==> src/rtl/pra_msg_if.sv <==
// Byte stream in, message-detect status out, between the detector and its source.
interface pra_msg_if #(
  parameter int CNT_W = 8
);
  logic [7:0]       data_in;
  logic             data_valid;
  logic             match;
  logic             msg_id;
  logic [CNT_W-1:0] match_count;
  logic             locked;
  logic             err;

  modport master (
    output data_in, data_valid,
    input  match, msg_id, match_count, locked, err
  );

  modport slave (
    input  data_in, data_valid,
    output match, msg_id, match_count, locked, err
  );
endinterface

==> src/rtl/pra_msg_detector.sv <==
// Recognises "Guatemala" (id 0) and "QQuetza" (id 1) in a byte stream.
// It counts completions and locks onto a message that repeats back-to-back.
module pra_msg_detector #(
  parameter int CNT_W  = 8,
  parameter int LOCK_N = 2
) (
  input logic      clk,
  input logic      reset,
  pra_msg_if.slave bus
);
  // state  | meaning
  // SEARCH | hunting for a back-to-back repeating message
  // LOCKED | lock_id repeating; any byte off its sequence raises err
  typedef enum logic {SEARCH, LOCKED} state_t;

  localparam logic [3:0] LOCK_V = 4'(LOCK_N);

  function automatic logic [7:0] g_char(input logic [3:0] idx);
    case (idx)
      4'd0:    g_char = 8'h47;
      4'd1:    g_char = 8'h75;
      4'd2:    g_char = 8'h61;
      4'd3:    g_char = 8'h74;
      4'd4:    g_char = 8'h65;
      4'd5:    g_char = 8'h6D;
      4'd6:    g_char = 8'h61;
      4'd7:    g_char = 8'h6C;
      default: g_char = 8'h61;
    endcase
  endfunction

  function automatic logic [7:0] q_char(input logic [2:0] idx);
    case (idx)
      3'd0:    q_char = 8'h51;
      3'd1:    q_char = 8'h51;
      3'd2:    q_char = 8'h75;
      3'd3:    q_char = 8'h65;
      3'd4:    q_char = 8'h74;
      3'd5:    q_char = 8'h7A;
      default: q_char = 8'h61;
    endcase
  endfunction

  state_t           state_q, state_d;
  logic [3:0]       gidx_q, gidx_d;
  logic [2:0]       qidx_q, qidx_d;
  logic [3:0]       byte_cnt_q, byte_cnt_d;
  logic [3:0]       streak_q, streak_d;
  logic             last_id_q, last_id_d;
  logic             lock_id_q, lock_id_d;
  logic [CNT_W-1:0] count_q, count_d;
  logic             match_q, err_q;

  logic       g_hit, q_hit, g_done, q_done, done, done_id, brk;
  logic [3:0] cnt_inc, len;
  logic [7:0] lock_exp;

  always_comb begin
    g_hit    = (bus.data_in == g_char(gidx_q));
    q_hit    = (bus.data_in == q_char(qidx_q));
    g_done   = bus.data_valid && g_hit && (gidx_q == 4'd8);
    q_done   = bus.data_valid && q_hit && (qidx_q == 3'd6);
    done     = g_done || q_done;
    done_id  = !g_done;
    len      = done_id ? 4'd7 : 4'd9;
    cnt_inc  = (byte_cnt_q == 4'hF) ? 4'hF : byte_cnt_q + 4'd1;
    lock_exp = lock_id_q ? q_char(qidx_q) : g_char(gidx_q);
    brk      = bus.data_valid && (state_q == LOCKED) && (bus.data_in != lock_exp);

    gidx_d     = gidx_q;
    qidx_d     = qidx_q;
    byte_cnt_d = byte_cnt_q;
    streak_d   = streak_q;
    last_id_d  = last_id_q;
    lock_id_d  = lock_id_q;
    count_d    = count_q;
    state_d    = state_q;

    if (bus.data_valid) begin
      if (g_hit)                       gidx_d = (gidx_q == 4'd8) ? 4'd0 : gidx_q + 4'd1;
      else if (bus.data_in == 8'h47)   gidx_d = 4'd1;
      else                             gidx_d = 4'd0;

      // "QQQ..." keeps the last two Q's as a valid prefix
      if (q_hit)                       qidx_d = (qidx_q == 3'd6) ? 3'd0 : qidx_q + 3'd1;
      else if (bus.data_in == 8'h51)   qidx_d = (qidx_q == 3'd2) ? 3'd2 : 3'd1;
      else                             qidx_d = 3'd0;

      byte_cnt_d = done ? 4'd0 : cnt_inc;
    end

    if (done) begin
      if (done_id == last_id_q && streak_q != 4'd0 && cnt_inc == len)
        streak_d = (streak_q == 4'hF) ? 4'hF : streak_q + 4'd1;
      else
        streak_d = 4'd1;
      last_id_d = done_id;
      if (count_q != {CNT_W{1'b1}}) count_d = count_q + CNT_W'(1);
    end
    if (brk) streak_d = 4'd0;

    case (state_q)
      SEARCH: if (done && streak_d >= LOCK_V) begin
        state_d   = LOCKED;
        lock_id_d = done_id;
      end
      LOCKED: if (brk) state_d = SEARCH;
      default: state_d = SEARCH;
    endcase
  end

  always_ff @(posedge clk) begin
    if (reset) begin
      state_q    <= SEARCH;
      gidx_q     <= 4'd0;
      qidx_q     <= 3'd0;
      byte_cnt_q <= 4'd0;
      streak_q   <= 4'd0;
      last_id_q  <= 1'b0;
      lock_id_q  <= 1'b0;
      count_q    <= '0;
      match_q    <= 1'b0;
      err_q      <= 1'b0;
    end else begin
      state_q    <= state_d;
      gidx_q     <= gidx_d;
      qidx_q     <= qidx_d;
      byte_cnt_q <= byte_cnt_d;
      streak_q   <= streak_d;
      last_id_q  <= last_id_d;
      lock_id_q  <= lock_id_d;
      count_q    <= count_d;
      match_q    <= done;
      err_q      <= brk;
    end
  end

  assign bus.match       = match_q;
  assign bus.msg_id      = last_id_q;
  assign bus.match_count = count_q;
  assign bus.locked      = (state_q == LOCKED);
  assign bus.err         = err_q;
endmodule
==> src/flat_wrapper.sv <==
// flat-port wrapper written by rule: the top's interface ports become plain ports
module pra_msg_detector_flat 
#(
  parameter int CNT_W  = 8,
  parameter int LOCK_N = 2
)
  (clk, reset, bus_data_in, bus_data_valid, bus_match, bus_msg_id, bus_match_count, bus_locked, bus_err);
  pra_msg_if #(.CNT_W(CNT_W)) bus_i ();
  input logic clk;
  input logic reset;
  input wire logic [$bits(bus_i.data_in)-1:0] bus_data_in;
  input wire logic [$bits(bus_i.data_valid)-1:0] bus_data_valid;
  output wire logic [$bits(bus_i.match)-1:0] bus_match;
  output wire logic [$bits(bus_i.msg_id)-1:0] bus_msg_id;
  output wire logic [$bits(bus_i.match_count)-1:0] bus_match_count;
  output wire logic [$bits(bus_i.locked)-1:0] bus_locked;
  output wire logic [$bits(bus_i.err)-1:0] bus_err;
  assign bus_i.data_in = bus_data_in;
  assign bus_i.data_valid = bus_data_valid;
  assign bus_match = bus_i.match;
  assign bus_msg_id = bus_i.msg_id;
  assign bus_match_count = bus_i.match_count;
  assign bus_locked = bus_i.locked;
  assign bus_err = bus_i.err;
  pra_msg_detector #(.CNT_W(CNT_W), .LOCK_N(LOCK_N)) u_core (.clk(clk), .reset(reset), .bus(bus_i));
endmodule
==> config.mk <==
export PLATFORM = sky130hd
export DESIGN_NAME = pra_msg_detector_flat
export DESIGN_NICKNAME = d
export VERILOG_FILES = /design/src/rtl/pra_msg_if.sv /design/src/rtl/pra_msg_detector.sv /design/src/flat_wrapper.sv
export SDC_FILE = /design/constraint.sdc
export NUM_CORES = 1
export LEC_CHECK = 0
export CAP_MARGIN = 20
export CORE_MARGIN = 5
export CORE_UTILIZATION = 46
export CTS_BUF_LIST = sky130_fd_sc_hd__clkbuf_8
export CTS_CLUSTER_SIZE = 30
export DETAILED_ROUTE_END_ITERATION = 8
export GPL_TIMING_DRIVEN = 0
export PLACE_DENSITY_LB_ADDON = 0.05
export SLEW_MARGIN = 20
export SYNTH_ARGS = -nofsm -noshare
export SYNTH_HDL_FRONTEND = slang
export SYNTH_SLANG_ARGS = --single-unit
==> constraint.sdc <==
create_clock -name clk -period 6.2 [get_ports clk]
set_input_delay 0.93 -clock clk [delete_from_list [all_inputs] [get_ports clk]]
set_output_delay 0.93 -clock clk [all_outputs]
set_load 0.05 [all_outputs]
==> metrics.txt <==
hold crit path type=flip-flop to flip-flop; Final Skew=4.366 ps; fin crit share=52.14%; total CTS buffers=5; number of global-route vias before repair=1,884; Die W=78.50 µm; vias per cell=5.810; Worst Max-Slew Pin Slew=789.2 ps; largest net degree at the start of global routing=12; pwr/cell area=169.3 nW/µm²; post-CTS setup buffer count=0; Global Route Usage Sum=18.13%; first-pass GRT wire length=9004 µm; Port Buffers=20; status=finished, final reports clean; final core occ=54.22%; RSZ-0062 raised after global routing=false; maxcap violations=0; tightest hold margin=511.8 ps; Synth async-reset ratio=0%; average cell area after synthesis=8.084 µm²; Setup Viol. Count Final=0; post-cts resize count=0; Root Driver=clkbuf_8; Mapped Area=2158 µm²; sequential share of the synthesized area=31.54%; GPL Wtd Cong=0.9025; Worst-Skew Late Latency=290 ps; Setup Total Neg Slack=0 ps; DRC=0; synth warn=0; area leader, netlist=dfxtp_1; Vias=2,022; Rows=25; initial antenna violation count=0; Longest Clk Path Bufs=2; IO Count=23; layout cells sized above 1=10.20%; nets=311; starting density of the core=46.62%; Synth area leaders=dfxtp_1 32%, a21oi_1 4.6%, xnor2_1 4.1%, nand2_1 3.8%, nor2_1 3.7%; Routed WL per cell=15.14 µm; CP endpoint kind=flip-flop; Routed WL=5270 µm; DRT iter0 DRCs=124; die height=78.50 µm; pre-CTS setup slack=2718 ps; Core Area=4629 µm²; Post-synth EDFFs=0; syn nets=284; Routed Antenna Nets=0; number of synthesized register bits=34; H-tree depth=2; Cells after Synth=267; Ant. Diodes=0; Pre-antenna DRT Iters=4; CTS sink cnt=34; Max FO, Critical Path=9; max_slew headroom=47.33%; critical path required time=6350 ps; arrival time at the worst endpoint=3390 ps; remaining global-route overflow=0; Tmin final=3233 ps; Final Power=424.9 µW; Most used DFF post-synth=dfxtp_1; post-synth top area share=31.54%; Leak=0.8515 nW; hold-fix buffers at CTS=0; CTS clk-pin slew, worst paths=70 ps; Max Clock Freq=309.3 MHz; PnR worst setup slack=2967 ps; critical setup path kind=primary input to flip-flop; Area growth, synth to finish=16.29%; VDD IR max=0.0001198 V; DP HPWL=3929 µm; TritonCTS clock tree=built; Final Max Slew Viols=0; worst reg-to-reg setup slack=3830 ps; Final Hold Vio Count=0; crit path launch type=primary input; library cells used by synthesis=63; Die ar.=6162 µm²
==> synthesized netlist by cell type (3+ instances only) <==
cell       number
a211oi_1        5
a211oi_2        3
a21oi_1        20
a22oi_1         3
a2bb2oi_1       3
a31oi_1         4
and3_1          3
clkbuf_1        6
dfxtp_1        34
ha_1            6
inv_1          13
nand2_1        22
nand2b_1        4
nand3_1        14
nand4_1         4
nor2_1         21
nor2b_1         4
nor3_1         13
nor3b_1         3
nor4_1          3
o21ai_0        10
or3_1           4
xnor2_1        10
==> layer usage <==
layer	vias up	GRT usage (%)	wire, µm
met1	940	26.12	2803
met5	-	0	0
met2	36	26.99	2234
met4	0	5.245	50
li1	1042	-	-
met3	4	3.784	182
==> path summary, 6_finish.rpt <==
kind                     start            endpoint  cells past startpoint
max             bus_data_in[3]    u_core.lock_id_q                      8
min          u_core.bus.msg_id   u_core.bus.msg_id                      2
max reg2reg   u_core.gidx_q[3]  u_core.streak_q[2]                      7
min reg2reg  u_core.bus.msg_id   u_core.bus.msg_id                      2
==> critical path, cell delays in order <==
cell	delay, ps
clkdlybuf4s50_1	540
inv_1	90
o2111ai_1	650
nor2_2	140
a2bb2oi_2	440
a211oi_1	150
o22ai_1	320
a211oi_2	110
==> through the flow <==
stage,cells,cell area (µm²)
after floorplan,267,2158
after CTS,348,2510
after global routing,348,2510
after detailed placement,341,2426
after global placement,341,2426
final,348,2510
==> layout make-up <==
type | count | area, µm²
Timing Repair Buffer | 20 | 200.2
Multi-Input combinational cell | 207 | 1355
Clock inverter | 2 | 15.01
Inverter | 14 | 52.55
Tap cell | 54 | 67.56
Clock buffer | 5 | 68.82
Fill cell | 471 | 2120
Buffer | 12 | 70.07
Sequential cell | 34 | 680.7
==> cells in the final DEF (no fill, tap or decap), types with 3 or more instances in the layout <==
master / Yosys / final
a211oi_2: 3 / 3
a21oi_1: 20 / 20
dfxtp_1: 34 / 34
nand4_1: 4 / 4
nor3b_1: 3 / 3
nand2b_1: 4 / 4
clkbuf_1: 6 / 6
nor2b_1: 4 / 4
xnor2_1: 10 / 10
a2bb2oi_1: 3 / 3
nor4_1: 3 / 3
o21ai_0: 10 / 10
or3_1: 4 / 4
inv_1: 13 / 13
a31oi_1: 4 / 4
nand3_1: 14 / 14
and3_1: 3 / 3
ha_1: 6 / 6
a211oi_1: 5 / 5
clkdlybuf4s50_1: 0 / 20
clkbuf_8: 0 / 5
nor3_1: 13 / 13
nor2_1: 21 / 21
a22oi_1: 3 / 3
nand2_1: 22 / 22
==> cells by family (layout without fill, tap and decap cells) <==
| logic type | Yosys count | in the layout | share of synthesized area [%] |
|---|---|---|---|
| xor gates and xnor gates | 12 | 12 | 4.870 |
| AOI/OAI and AO/OA | 72 | 72 | 23.77 |
| and+or+nand+nor | 116 | 116 | 30.20 |
| buffers and inverters | 26 | 53 | 5.681 |
| muxes | 1 | 1 | 0.4638 |
| DFF | 34 | 34 | 31.54 |
| adders and majority gates | 6 | 6 | 3.478 |
==> power by group <==
part / internal (mW) / switching (mW)
clock network: 0.0767 / 0.0850
registers: 0.221 / 0.00219
logic: 0.0163 / 0.0239
No activity file was read; power rests on OpenSTA's default activity.
